### config.mk
export PLATFORM = sky130hd
export DESIGN_NAME = deskew_collector
export DESIGN_NICKNAME = d
export VERILOG_FILES = /design/src/rtl/ctrl_pkg.sv /design/src/rtl/deskew_bank.sv /design/src/rtl/deskew_collector.sv
export SDC_FILE = /design/constraint.sdc
export NUM_CORES = 1
export LEC_CHECK = 0
export BUFFER_PORTS_ARGS = -buffer_cell sky130_fd_sc_hd__buf_2
export CORE_MARGIN = 2
export CORE_UTILIZATION = 35
export CTS_CLUSTER_SIZE = 40
export DETAILED_ROUTE_END_ITERATION = 10
export GPL_TIMING_DRIVEN = 0
export PLACE_DENSITY = 0.63
export SLEW_MARGIN = 20
export SYNTH_ARGS = -nofsm -noshare
export SYNTH_HDL_FRONTEND = slang
export SYNTH_HIERARCHICAL = 1
export SYNTH_SLANG_ARGS = --single-unit
### constraint.sdc
create_clock -name clk -period 2.3 [get_ports clk]
set_input_delay 0.115 -clock clk [delete_from_list [all_inputs] [get_ports clk]]
set_output_delay 0.115 -clock clk [all_outputs]
set_load 0.02 [all_outputs]
### src/rtl/ctrl_pkg.sv
// rtl/ctrl_pkg.sv - shared geometry constants, tile type and skew helper for the deskew collector
package ctrl_pkg;

   localparam int LANES  = 4;
   localparam int NIB_W  = 4;
   localparam int WORD_W = 16;
   localparam int BEATS  = 4;

   // One tile: LANES words of WORD_W bits, word j at index j
   typedef logic [LANES-1:0][WORD_W-1:0] tile_t;

   // Nibble of word j carried on lane j during beat p; 2-bit arithmetic gives the mod 4 wrap
   function automatic logic [1:0] nib_sel(input logic [1:0] p, input logic [1:0] j);
      return p - j;
   endfunction

endpackage

### src/rtl/deskew_bank.sv
// rtl/deskew_bank.sv - one 4x16 tile register with per-lane nibble write and word read
module deskew_bank
   import ctrl_pkg::*;
(
   input  logic              clk,
   input  logic              rstn,
   input  logic              wr_en_i,
   input  logic [1:0]        beat_i,
   input  logic [WORD_W-1:0] data_i,
   input  logic [1:0]        rd_idx_i,
   output logic [WORD_W-1:0] rd_data_o
);

   tile_t tile_q;

   // Each lane drops its nibble into its own word at the de-skewed nibble position
   always_ff @(posedge clk or negedge rstn) begin
      if (!rstn) begin
         tile_q <= '0;
      end else if (wr_en_i) begin
         for (int j = 0; j < LANES; j++) begin
            tile_q[j][nib_sel(beat_i, 2'(j))*NIB_W +: NIB_W] <= data_i[j*NIB_W +: NIB_W];
         end
      end
   end

   assign rd_data_o = tile_q[rd_idx_i];

endmodule

### src/rtl/deskew_collector.sv
// rtl/deskew_collector.sv - reassembles skewed 4-beat tiles into aligned words over two banks
module deskew_collector
   import ctrl_pkg::*;
(
   input  logic              clk,
   input  logic              rstn,
   input  logic [WORD_W-1:0] in_data,
   input  logic              in_valid,
   output logic              in_ready,
   output logic              in_abort,
   output logic [WORD_W-1:0] out_data,
   output logic              out_valid,
   input  logic              out_ready,
   output logic [1:0]        out_idx,
   output logic              out_last
);

   logic [1:0]        full_q, full_d;
   logic              wr_bank_q, wr_bank_d;
   logic              rd_bank_q, rd_bank_d;
   logic [1:0]        beat_cnt_q, beat_cnt_d;
   logic [1:0]        rd_idx_q, rd_idx_d;
   logic              abort_q, abort_d;

   logic              accept;
   logic              rd_hs;
   logic [WORD_W-1:0] bank_rd_data [2];

   // A bank in collection is never full, so in_ready can only drop at a tile boundary
   assign in_ready  = !full_q[wr_bank_q];
   assign accept    = in_valid && in_ready;
   assign out_valid = full_q[rd_bank_q];
   assign out_data  = bank_rd_data[rd_bank_q];
   assign out_idx   = rd_idx_q;
   assign out_last  = out_valid && (rd_idx_q == 2'(BEATS-1));
   assign rd_hs     = out_valid && out_ready;
   assign in_abort  = abort_q;

   for (genvar b = 0; b < 2; b++) begin : g_bank
      deskew_bank u_bank (
         .clk       (clk),
         .rstn      (rstn),
         .wr_en_i   (accept && (wr_bank_q == 1'(b))),
         .beat_i    (beat_cnt_q),
         .data_i    (in_data),
         .rd_idx_i  (rd_idx_q),
         .rd_data_o (bank_rd_data[b])
      );
   end

   // Next-state: beat counting, abort detection, full flags and bank pointers
   always_comb begin
      full_d     = full_q;
      wr_bank_d  = wr_bank_q;
      rd_bank_d  = rd_bank_q;
      beat_cnt_d = beat_cnt_q;
      rd_idx_d   = rd_idx_q;
      abort_d    = 1'b0;

      if (accept) begin
         beat_cnt_d = beat_cnt_q + 2'd1;
         if (beat_cnt_q == 2'(BEATS-1)) begin
            full_d[wr_bank_q] = 1'b1;
            wr_bank_d         = !wr_bank_q;
         end
      end else if (!in_valid && beat_cnt_q != 2'd0) begin
         // Partial tile is dropped; the bank stays not-full and is overwritten next tile
         beat_cnt_d = 2'd0;
         abort_d    = 1'b1;
      end

      // Set above and clear here always target different banks
      if (rd_hs) begin
         rd_idx_d = rd_idx_q + 2'd1;
         if (rd_idx_q == 2'(BEATS-1)) begin
            full_d[rd_bank_q] = 1'b0;
            rd_bank_d         = !rd_bank_q;
         end
      end
   end

   // Control state register
   always_ff @(posedge clk or negedge rstn) begin
      if (!rstn) begin
         full_q     <= '0;
         wr_bank_q  <= 1'b0;
         rd_bank_q  <= 1'b0;
         beat_cnt_q <= '0;
         rd_idx_q   <= '0;
         abort_q    <= 1'b0;
      end else begin
         full_q     <= full_d;
         wr_bank_q  <= wr_bank_d;
         rd_bank_q  <= rd_bank_d;
         beat_cnt_q <= beat_cnt_d;
         rd_idx_q   <= rd_idx_d;
         abort_q    <= abort_d;
      end
   end

endmodule

-- Yosys cells after proc, flatten, opt, wreduce, memory -nomap -nowiden
Cells that the tools add are included.
- register bits after elaboration: 137
- input bits: 20
- output and inout bits: 22
- logic and storage cells: 91
- $add $sub $neg: 9
- $lt $le $gt $ge: 6
- eq/ne operators: 2
- shifts and indexed selects: 8
- multiplexer cells: 31
- bitwise logic cells: 5
- reductions and logical operators: 16
- operator list (kind ; count):
    $neg A4 Y34 ; 4
    $shift A4 B34 Y16 const A ; 4
    $shiftx A4 B34 Y16 ; 4
    $bwmux W16 ; 8
    $mux W16 ; 5
    $bmux W16 S2 ; 2
    $mux W2 ; 6
    $logic_and A1 B1 Y1 ; 8
    $mux W1 ; 8
    $add A2 B1 Y2 const B ; 2
    $eq A2 B2 Y1 const B ; 2
    $logic_not A1 Y1 ; 4
    $lt A1 B2 Y1 const B ; 2
    $reduce_and A2 Y1 ; 2
    $reduce_bool A2 Y1 ; 2
    $sub A2 B2 Y2 const B ; 2
    $lt A2 B3 Y1 const B ; 1
    $and A2 B2 Y2 ; 1
    $demux W1 S1 ; 2
    $ge A1 B1 Y1 const B ; 2
    $ge A2 B2 Y1 const B ; 1
    $not A1 Y2 ; 1
    $not A2 Y2 ; 1
    $or A2 B2 Y2 ; 1
    other kinds (2) ; 2

-- Logic depth before layout (Yosys ltp)
Gate-level depths: netlist (run 1).
- depth after elaboration: 10
- depth in mapped cells: 6
- depth with buffers taken out: 4

-- Cells and area by module
Netlist (run 1), hierarchy kept.
- by module, submodules not included (module ; times used ; cells each ; area each (µm²)):
    deskew_bank at g_bank[1].u_bank ; 1 ; 240 ; 3246.9
    deskew_bank at g_bank[0].u_bank ; 1 ; 199 ; 3010.4
    deskew_collector ; 1 ; 58 ; 655.6

-- Worst setup path before layout (run 1)
OpenSTA, ideal clock, no wires.
- path kind: register to register
- from: register beat_cnt_q[0]
- to: register g_bank[1].u_bank/tile_q[12] (netlist bit)
- setup time: 78 ps
- data arrival time: 2005 ps
- required time: 2222 ps
- setup slack: 217 ps
- cell stages (with the launch flop): 7
- clock period less this slack: 2083 ps
- path through: dfrtp_1 > buf_6 > inv_1 > ha_1 > buf_4 > or3b_4 > o2bb2ai_1
- cells in the longest elaborated chain, start to end: 3
- elaborated cells on any way between the ends: 4
- those cells by class: add/sub: 1; shift: 2; mux: 1
- ends and longest elaborated chain (element ; RTL line ; RTL):
    from (decl) ; deskew_collector.sv:21 ; logic [1:0] beat_cnt_q, beat_cnt_d;
    from (signal assigned) ; deskew_collector.sv:95 ; beat_cnt_q <= beat_cnt_d;
    $neg A4 Y34 (*) ; deskew_bank.sv:22 ; tile_q[j][nib_sel(beat_i, 2'(j))*NIB_W +: NIB_W] <= data_i[j*NIB_W +: NIB_W];
    $shiftx A4 B34 Y16 or $shift A4 B34 Y16 (tied branches) ; deskew_bank.sv:22 ;
    $bwmux W16 (*) ; deskew_bank.sv:22 ;
    to (signal, indexed assignment) ; deskew_bank.sv:22 ;
    to (decl) ; deskew_bank.sv:14 ; tile_t tile_q;
Every way passes the cells marked *; elsewhere a longest branch is shown, timed or not.
A chain may end at the register's enable or synchronous reset.

==> results.json, run 1 <==
{
  "status": "finished clean",
  "ir_drop_mv": 0.4617,
  "max_freq_ghz": 0.4432,
  "first_pass_iters": 5,
  "gr-max-usage-layer": "met2",
  "p_seq_share_pct": 33.6,
  "drtIter0Drc": 737,
  "final_cells": 843,
  "min_period_ps": 2256,
  "critPathMaxFanout": 5,
  "postSynthCellCount": 497,
  "synth_edf_count": 0,
  "hp-class": "in -> reg",
  "gp_congestion": 0.9009,
  "setup_violations": 0,
  "drv_slew": 0,
  "leakage_nw": 3.565,
  "ys_seq_elements": 137,
  "syn-num-nets": 536,
  "p_switching_mw": 4.212,
  "crit_arrival_ps": 2140,
  "ys.flop_type": "dfrtp_1",
  "clk_pin_slew_ps": 50,
  "wirelength_um": 21710,
  "grt_pass1_vias": 5397,
  "finClkSkew_ps": 6.660,
  "route.vias.total": 5310,
  "finalHoldViolCount": 0,
  "final.fill_count": 1780,
  "synth.distinct_cells": 48,
  "pin_count": 42,
  "grt_first_pass_wirelength_um": 33210,
  "multi_input_area_um2": 3158,
  "startpoint_type": "flip-flop",
  "antenna_found_initial": 0,
  "viasPerCell": 6.299,
  "power.density_nw_per_um2": 1390,
  "syn_area_um2": 6913,
  "dieArea_um2": 20890,
  "cts_tree": "yes",
  "combPwrFrac_pct": 42.9,
  "drc": 0,
  "drive_above_1_share_pct": 32.53,
  "core-area_um2": 19400,
  "rsz0062_at_grt": "no",
  "final_cell_mix": "dfrtp_1 (134), a32o_1 (70), buf_2 (54)",
  "endpoint_kind": "output port",
  "synth_warnings": 6,
  "grt.met2_usage_pct": 33.25,
  "dp_cells": 803,
  "swShare_pct": 36.84,
  "async_reset_ff_share_pct": 100.0,
  "syn_avg_cell_area_um2": 13.91,
  "grt-ovfl-total": 0,
  "max-cap-violations": 0,
  "criticalPathCategory": "reg -> out",
  "p_clk_share_pct": 23.5,
  "cts_buffer_depth": 2,
  "antenna_cells": 0,
  "cts-htree-levels": 4,
  "rows": 51,
  "final_common_cell": "dfrtp_1",
  "port_buffers": 40,
  "die-height_um": 144.5,
  "grt_usage_pct": 22.07,
  "wl_per_cell_um": 25.76,
  "place_area_um2": 7482,
  "worst_slew_pin_slew_ps": 603.9,
  "start_util_pct": 35.64,
  "met3_usage_pct": 5.695,
  "layout.nets": 605,
  "worst-endpoint-required_ps": 2180,
  "slew_headroom_pct": 59.65,
  "p_int_mw": 7.221,
  "clk_latency_ps": 420,
  "antenna_left": 0,
  "clock-sinks": 137,
  "design_area_um2": 8225,
  "syn2layout_area_growth_pct": 18.99,
  "cts_made_buffers": 17,
  "root_buffer": "clkbuf_16",
  "register_area_um2": 3435,
  "detailed_place_hpwl_um": 14730,
  "seq_area_frac_synth_pct": 49.59,
  "finalCoreUtilization_pct": 42.40,
  "fin_crit_sh_pct": 98.10,
  "grtUsageMet1_pct": 30.96,
  "grt_max_degree": 101,
  "die_w_um": 144.5
}
[through the flow]
stage               setup WS (ps)  TNS (ps)  hold WS [ps]  power [mW]
floorplan                   217.2         0        -180.6       6.934
global placement           -642.6    -95540         411.5       8.240
detailed placement         -327.6    -15940         10.70       8.388
CTS                         7.213         0         31.04       11.26
global route                2.417         0         88.64       11.98
finish                      43.77         0         45.55       11.43
[worst paths after layout]
path / from / endpoint / slack (ps) / cells past startpoint
worst max-delay path: out_idx[0] / out_data[6] / 40 / 5
worst min-delay path: in_valid / in_abort / 50 / 2
worst max register to register: full_q[0] / g_bank[0].u_bank/tile_q[61] / 100 / 5
worst min register to register: g_bank[1].u_bank/tile_q[58] / g_bank[1].u_bank/tile_q[58] / 480 / 1
max in group asynchronous: rstn / g_bank[0].u_bank/tile_q[17] / 1320 / 3
min in group asynchronous: rstn / g_bank[1].u_bank/tile_q[20] / 160 / 2
[Yosys cell counts (all sizes together), types with 2 or more instances]
master	count	area, um^2
dfrtp	137	3428
a32o	76	768.2
o2bb2ai	42	367.9
buf	34	256.5
mux4	32	728.2
nand3	25	125.1
ha	19	237.7
mux2	19	217.7
inv	13	48.80
nand2	13	51.30
nor3b	10	75.07
a22o	9	78.83
nand4b	9	78.83
clkbuf	8	32.53
nand3b	8	60.06
and2	5	31.28
nor2	5	18.77
mux2i	4	43.79
and4b	3	31.28
and4bb	3	41.29
or3b	3	31.28
a31oi	2	12.51
a41oi	2	17.52
nand2b	2	12.51
nand4bb	2	22.52
o21ai	2	10.01
o31ai	2	15.01
xnor2	2	17.52
[layout make-up]
cell class                      count  share of cell area, %
Sequential cell                   137                  41.76
Multi-Input combinational cell    305                  38.39
Clock buffer                       23                  5.932
Timing Repair Buffer               50                  4.244
Tap cell                          265                  4.031
Buffer                             42                  3.909
Clock inverter                      8                  1.141
Inverter                           13                 0.5932
[cell families after synthesis]
group / Yosys count / share of synthesized area (%)
simple gates: 94 / 9.140
compound gates: 135 / 18.37
fa+ha+maj: 19 / 3.439
mux: 55 / 14.32
flops: 137 / 49.59
buf+inv: 55 / 4.887
xor+xnor: 2 / 0.2534
[power groups by stage]
stage	registers, mW	logic [mW]	clock network [mW]
after floorplan	3.64	3.30	0
after global placement	3.80	4.44	0
after detailed placement	3.84	4.55	0
after CTS	3.81	4.74	2.72
after global routing	3.93	5.22	2.82
final	3.84	4.90	2.69
[state kept, by name, summed over array words and instances (netlist names)]
name,cells
g_bank.u_bank/tile_q,128
beat_cnt_q,2
full_q,2
out_idx,2
in_abort,1
rd_bank_q,1
wr_bank_q,1
[routing by layer]
layer	vias up	share of wire, %
li1	2177	-
met1	2771	43
met2	312	45
met3	50	9.1
met4	0	2.9
met5	-	0
[worst max-delay path: stages (launching register included)]
cell and delay, ps:
dfrtp_2 420, buf_8 150, buf_12 130, mux4_2 540
mux2_4 310, buf_2 160
[what timing repair did]
action,CTS,global route
gates cloned,0,2
hold buffers,2,0
buffers inserted,5,0
endpoints found under the setup margin,124,61
hold endpoints to repair,57,0
resized for setup,13,11
(Power assumes the default switching activity.)
==> inputs of run 2 (changes only) <==
--- a/config.mk
+++ b/config.mk
@@ -5,6 +5,7 @@
 export SDC_FILE = /design/constraint.sdc
 export NUM_CORES = 1
 export LEC_CHECK = 0
+export ABC_AREA = 1
 export BUFFER_PORTS_ARGS = -buffer_cell sky130_fd_sc_hd__buf_2
 export CORE_MARGIN = 2
 export CORE_UTILIZATION = 35
==> results.json, run 2 <==
{
  "syn_avg_cell_area_um2": 7.389,
  "min_period_ps": 2250,
  "hp-class": "in -> reg",
  "start_util_pct": 35.75,
  "grt_usage_pct": 22.55,
  "final_cell_mix": "nand2_1 (480), dfrtp_1 (133), inv_1 (107)",
  "grt-ovfl-total": 0,
  "final_common_cell": "nand2_1",
  "startpoint_type": "flip-flop",
  "critPathMaxFanout": 10,
  "cts_buffer_depth": 2,
  "syn-num-nets": 1056,
  "root_buffer": "clkbuf_16",
  "status": "finished clean",
  "worst_slew_pin_slew_ps": 570.7,
  "dp_cells": 1334,
  "clock-sinks": 137,
  "rr_startpoint": "beat_cnt_q[0]",
  "criticalPathCategory": "reg -> out",
  "finClkSkew_ps": 8.016,
  "crit_slowest_cell": "dfrtp_2",
  "async_reset_ff_share_pct": 100.0,
  "power.density_nw_per_um2": 1444,
  "max-cap-violations": 0,
  "first_pass_iters": 8,
  "port_buffers": 41,
  "setup_violations": 0,
  "ys.flop_type": "dfrtp_1",
  "leakage_nw": 4.954,
  "drtIter0Drc": 730,
  "wl_per_cell_um": 17.77,
  "path_buf_inv": 4,
  "clk_pin_slew_ps": 60,
  "rows": 53,
  "endpoint_kind": "output port",
  "seq_area_frac_synth_pct": 45.62,
  "grt_first_pass_wirelength_um": 37910,
  "cp_top_family": "buffers and inverters",
  "cts_tree": "yes",
  "worst-endpoint-required_ps": 2180,
  "detailed_place_hpwl_um": 17240,
  "die_w_um": 150.5,
  "ff2ff_setup_slack_ps": 160,
  "clk_latency_ps": 420,
  "ir_drop_mv": 0.5334,
  "core-area_um2": 21020,
  "die-height_um": 150.5,
  "synth_commonest_cells": "nand2_1 (480), dfrtp_1 (137), inv_1 (109)",
  "antenna_cells": 0,
  "layout.nets": 1124,
  "drive_above_1_share_pct": 14.12,
  "synth_edf_count": 0,
  "ys_seq_elements": 137,
  "r2r-end": "g_bank[1].u_bank/tile_q[19]",
  "drv_slew": 0,
  "max_freq_ghz": 0.4444,
  "cts_made_buffers": 17,
  "viasPerCell": 5.092,
  "fin_crit_sh_pct": 97.84,
  "cts-htree-levels": 4,
  "hold_start": "in_data[9]",
  "synth_area_leaders": "dfrtp_1 (46%), nand2_1 (24%), o211ai_1 (6.4%)",
  "synth.distinct_cells": 28,
  "slew_headroom_pct": 61.95,
  "synth_warnings": 6,
  "rsz0062_at_grt": "no",
  "syn2layout_area_growth_pct": 17.97,
  "postSynthCellCount": 1017,
  "dp_slack_ps": -184.0,
  "cp_common_cell": "nand2_1",
  "final_cells": 1373,
  "finalHoldViolCount": 0,
  "critPathMaxStageDelay_ps": 410,
  "largest_register": "g_bank.u_bank/tile_q",
  "largest_register_ffs": 128,
  "final.fill_count": 2150,
  "gp_congestion": 0.8629,
  "crit_arrival_ps": 2140,
  "drc": 0,
  "route.vias.total": 6991,
  "hold_depth": 3,
  "worstPathCellList": "buf_4 -> clkinvlp_4 -> buf_4 -> o211ai_1 -> nand2_1 -> nand2_1 -> nand2_1 -> buf_2",
  "hold_end": "g_bank[1].u_bank/tile_q[33]",
  "syn_area_um2": 7515,
  "holdWs_ps": 47.33,
  "rr_worst_depth": 7,
  "grt_pass1_vias": 6728,
  "wirelength_um": 24400,
  "antenna_left": 0,
  "antenna_found_initial": 0,
  "synth_top_area_share_pct": 45.62,
  "grt_max_degree": 97,
  "pin_count": 42,
  "setup_ws_ps": 49.75,
  "dieArea_um2": 22660,
  "synth_most_common_cell": "nand2_1",
  "yosys.area.top_type": "dfrtp_1"
}
==> run 2: worst max path at each step <==
| stage | cells past startpoint | from | endpoint | slack [ps] |
|---|---|---|---|---|
| 4_1_cts | 8 | out_idx[0] | out_data[7] | 10 |
| 3_5_place_dp | 6 | beat_cnt_q[0] | g_bank[0].u_bank/tile_q[30] | -180 |
| 3_3_place_gp | 1 | rstn | g_bank[1].u_bank/tile_q[22] | -930 |
| 5_1_grt | 7 | out_idx[0] | out_data[5] | 30 |
| 2_1_floorplan | 7 | beat_cnt_q[0] | g_bank[1].u_bank/tile_q[40] | 470 |
| 6_report | 8 | out_idx[1] | out_data[7] | 50 |
==> run 2: report_power, final <==
| group | total, mW | internal, mW | leakage [nW] | switching [mW] |
|---|---|---|---|---|
| registers | 3.80 | 3.23 | 1.87 | 0.575 |
| clock network | 3.07 | 2.01 | 0.326 | 1.06 |
| logic | 5.93 | 1.87 | 2.76 | 4.05 |
| total | 12.8 | 7.11 | 4.95 | 5.69 |
==> run 2: worst register-to-register path: stages, from the launching register on <==
cell and delay, ps:
dfrtp_4 610, buf_6 200, inv_2 80, ha_1 430, nand2_1 100, nor2_2 390, nand3_1 160, nand2_1 100
==> run 2: layout make-up <==
type | count | area, um^2 | share of cell area (%)
repair buffers | 49 | 300.3 | 3.387
well taps | 275 | 344.1 | 3.881
clock inverters | 12 | 195.2 | 2.202
inverters | 114 | 435.4 | 4.912
multi-input cells | 726 | 3433 | 38.73
clock buffers | 20 | 466.7 | 5.265
flip-flops and latches | 137 | 3436 | 38.76
plain buffers | 40 | 254.0 | 2.865
==> run 2: routing by layer <==
| metal | vias to the layer above | track usage (%) | routed length (um) |
|---|---|---|---|
| met3 | 54 | 5.636 | 1716 |
| met5 | - | 0 | 0 |
| li1 | 3349 | - | - |
| met1 | 3308 | 29.36 | 10420 |
| met2 | 280 | 35.70 | 11460 |
| met4 | 0 | 9.481 | 809 |
==> run 2: cell families (layout without fill, tap and decap cells) <==
family,count (synthesis),in the layout,share of synthesized area [%]
adders and majority gates,19,19,3.164
DFF,137,137,45.62
xor gates and xnor gates,1,1,0.2165
and+or+nand+nor,628,628,34.77
buffers and inverters,154,235,8.691
AOI/OAI and AO/OA,78,78,7.543
==> run 2: metrics by stage <==
stage               area, um^2  power (mW)  utilization [%]  TNS (ps)
floorplan                 7515       7.572                -         0
detailed placement        8102       9.524            38.54     -7452
global placement          8064       9.437            38.36   -131620
finish                    8865       12.80            42.17         0
CTS                       8812       12.71            41.92         0
global route              8865       13.68            42.17         0
==> run 2: what timing repair did <==
action | in CTS | in global routing
gates resized for setup | 14 | 8
pin swaps | 1 | 3
endpoints found under the hold margin | 43 | 0
hold buffers | 2 | 0
setup buffers | 0 | 5
setup endpoints to repair | 100 | 39
==> inputs of run 3 (changes only) <==
--- a/config.mk
+++ b/config.mk
@@ -7,6 +7,7 @@
 export LEC_CHECK = 0
 export ABC_AREA = 1
 export BUFFER_PORTS_ARGS = -buffer_cell sky130_fd_sc_hd__buf_2
+export CORE_ASPECT_RATIO = 0.9
 export CORE_MARGIN = 2
 export CORE_UTILIZATION = 35
 export CTS_CLUSTER_SIZE = 40
==> results.json, run 3 (synthesized netlist as in run 2, its figures left out) <==
{
  "status": "finished clean",
  "clk_latency_ps": 440,
  "endpoint_kind": "output port",
  "setup_ws_ps": 66.41,
  "port_buffers": 41,
  "dieArea_um2": 22660,
  "route.vias.total": 6877,
  "startpoint": "out_idx[1]",
  "ir_drop_mv": 0.6461,
  "max_freq_ghz": 0.4477,
  "worst-endpoint-required_ps": 2180,
  "start_util_pct": 35.86,
  "drv_slew": 0,
  "slew_headroom_pct": 64.22,
  "root_buffer": "clkbuf_16",
  "antenna_found_initial": 0,
  "drive_above_1_share_pct": 13.78,
  "drtIter0Drc": 718,
  "cts_made_buffers": 17,
  "hold_start": "in_data[8]",
  "min_period_ps": 2234,
  "worst_slew_pin_slew_ps": 536.7,
  "die-height_um": 143.0,
  "final_cell_mix": "nand2_1 (480), dfrtp_1 (133), inv_1 (107)",
  "antenna_cells": 0,
  "cts_buffer_depth": 2,
  "worstPathCellList": "clkbuf_4 -> clkinvlp_4 -> buf_4 -> o211ai_1 -> nand2_1 -> nand2_1 -> nand2_1 -> buf_2",
  "fin_crit_sh_pct": 97.11,
  "die_w_um": 158.5,
  "antenna_left": 0,
  "leakage_nw": 4.933,
  "power.density_nw_per_um2": 1429,
  "finalHoldViolCount": 0,
  "cp_common_cell": "nand2_1",
  "core-area_um2": 20960,
  "gp_congestion": 0.9295,
  "setup_violations": 0,
  "viasPerCell": 4.976,
  "largest_register_ffs": 128,
  "rows": 50,
  "hp-class": "in -> reg",
  "rr_startpoint": "beat_cnt_q[0]",
  "criticalPathCategory": "reg -> out",
  "grt_pass1_vias": 6451,
  "grt_usage_pct": 21.94,
  "pin_count": 42,
  "syn2layout_area_growth_pct": 17.93,
  "clk_pin_slew_ps": 60,
  "wl_per_cell_um": 16.94,
  "finClkSkew_ps": 11.30,
  "critPathMaxStageDelay_ps": 420,
  "rsz0062_at_grt": "no",
  "first_pass_iters": 5,
  "startpoint_type": "flip-flop",
  "wirelength_um": 23410,
  "cts-htree-levels": 4,
  "layout.nets": 1122,
  "crit_slowest_cell": "dfrtp_2",
  "grt_max_degree": 83,
  "cts_tree": "yes",
  "max-cap-violations": 0,
  "crit_arrival_ps": 2120,
  "largest_register": "g_bank.u_bank/tile_q",
  "detailed_place_hpwl_um": 16690,
  "final_common_cell": "nand2_1",
  "holdWs_ps": 31.41,
  "final.fill_count": 2134,
  "grt_first_pass_wirelength_um": 36540,
  "clock-sinks": 137,
  "dp_slack_ps": -177.1,
  "critPathMaxFanout": 10,
  "drc": 0,
  "grt-ovfl-total": 0,
  "fin_tns_setup_ps": 0
}
==> run 3: changes by cell type in the layout (fill, tap and decap cells not counted), sizes merged <==
cell / change
clkinv: -3
clkinvlp: +2
clkbuf: +1
bufinv: +1
buf: -3
==> run 3: repair_timing <==
item                                    4_1_cts  5_1_grt
endpoints found under the setup margin      107       59
gates resized for setup                       7       11
hold buffers                                  2        0
hold endpoints to repair                     57        0
buffers inserted                              0        3
==> run 3: layout make-up <==
cell class / count / area, um^2 / area share (%)
plain buffers: 40 / 246.5 / 2.781
clock buffers: 20 / 446.7 / 5.040
clock inverters: 12 / 221.5 / 2.499
inverters: 114 / 435.4 / 4.913
multi-input cells: 726 / 3433 / 38.74
flip-flops and latches: 137 / 3436 / 38.77
well taps: 286 / 357.8 / 4.038
repair buffers: 47 / 285.3 / 3.219
==> run 3: stage by stage <==
step / instances / utilization, % / cell area, um^2 / total power, mW
detailed placement: 1345 / 38.72 / 8115 / 9.373
finish: 1382 / 42.29 / 8862 / 12.66
CTS: 1379 / 42.06 / 8815 / 12.56
floorplan: 1017 / - / 7515 / 7.572
global route: 1382 / 42.29 / 8862 / 13.55
global placement: 1344 / 38.54 / 8078 / 9.288
==> run 3: report_power, final <==
| group | total (mW) | internal, mW | switching [mW] |
|---|---|---|---|
| Combinational | 5.71 | 1.84 | 3.88 |
| Sequential | 3.81 | 3.23 | 0.585 |
| Clock | 3.14 | 2.06 | 1.08 |
==> run 3: path summary, 6_finish.rpt <==
kind | endpoint | cells after the start | slack, ps
worst max-delay path | out_data[7] | 8 | 70
worst min-delay path | g_bank[1].u_bank/tile_q[32] | 3 | 30
worst max register to register | g_bank[1].u_bank/tile_q[62] | 7 | 220
worst min register to register | g_bank[0].u_bank/tile_q[53] | 2 | 480
max in group asynchronous | g_bank[0].u_bank/tile_q[45] | 3 | 1360
min in group asynchronous | full_q[1] | 2 | 200
==> run 3: routing by layer <==
layer  global-route usage, %  share of wire [%]
met3                   4.279                7.5
met4                   10.05                3.9
met2                   30.64                 41
met1                   32.53                 48
met5                       0                  0
==> run 3: worst max-delay path: cells and delay by family, from the launching register on <==
family / cells / cell delay, ps
compound gates: 1 / 150
flops: 1 / 420
buf+inv: 4 / 840
simple gates: 3 / 270
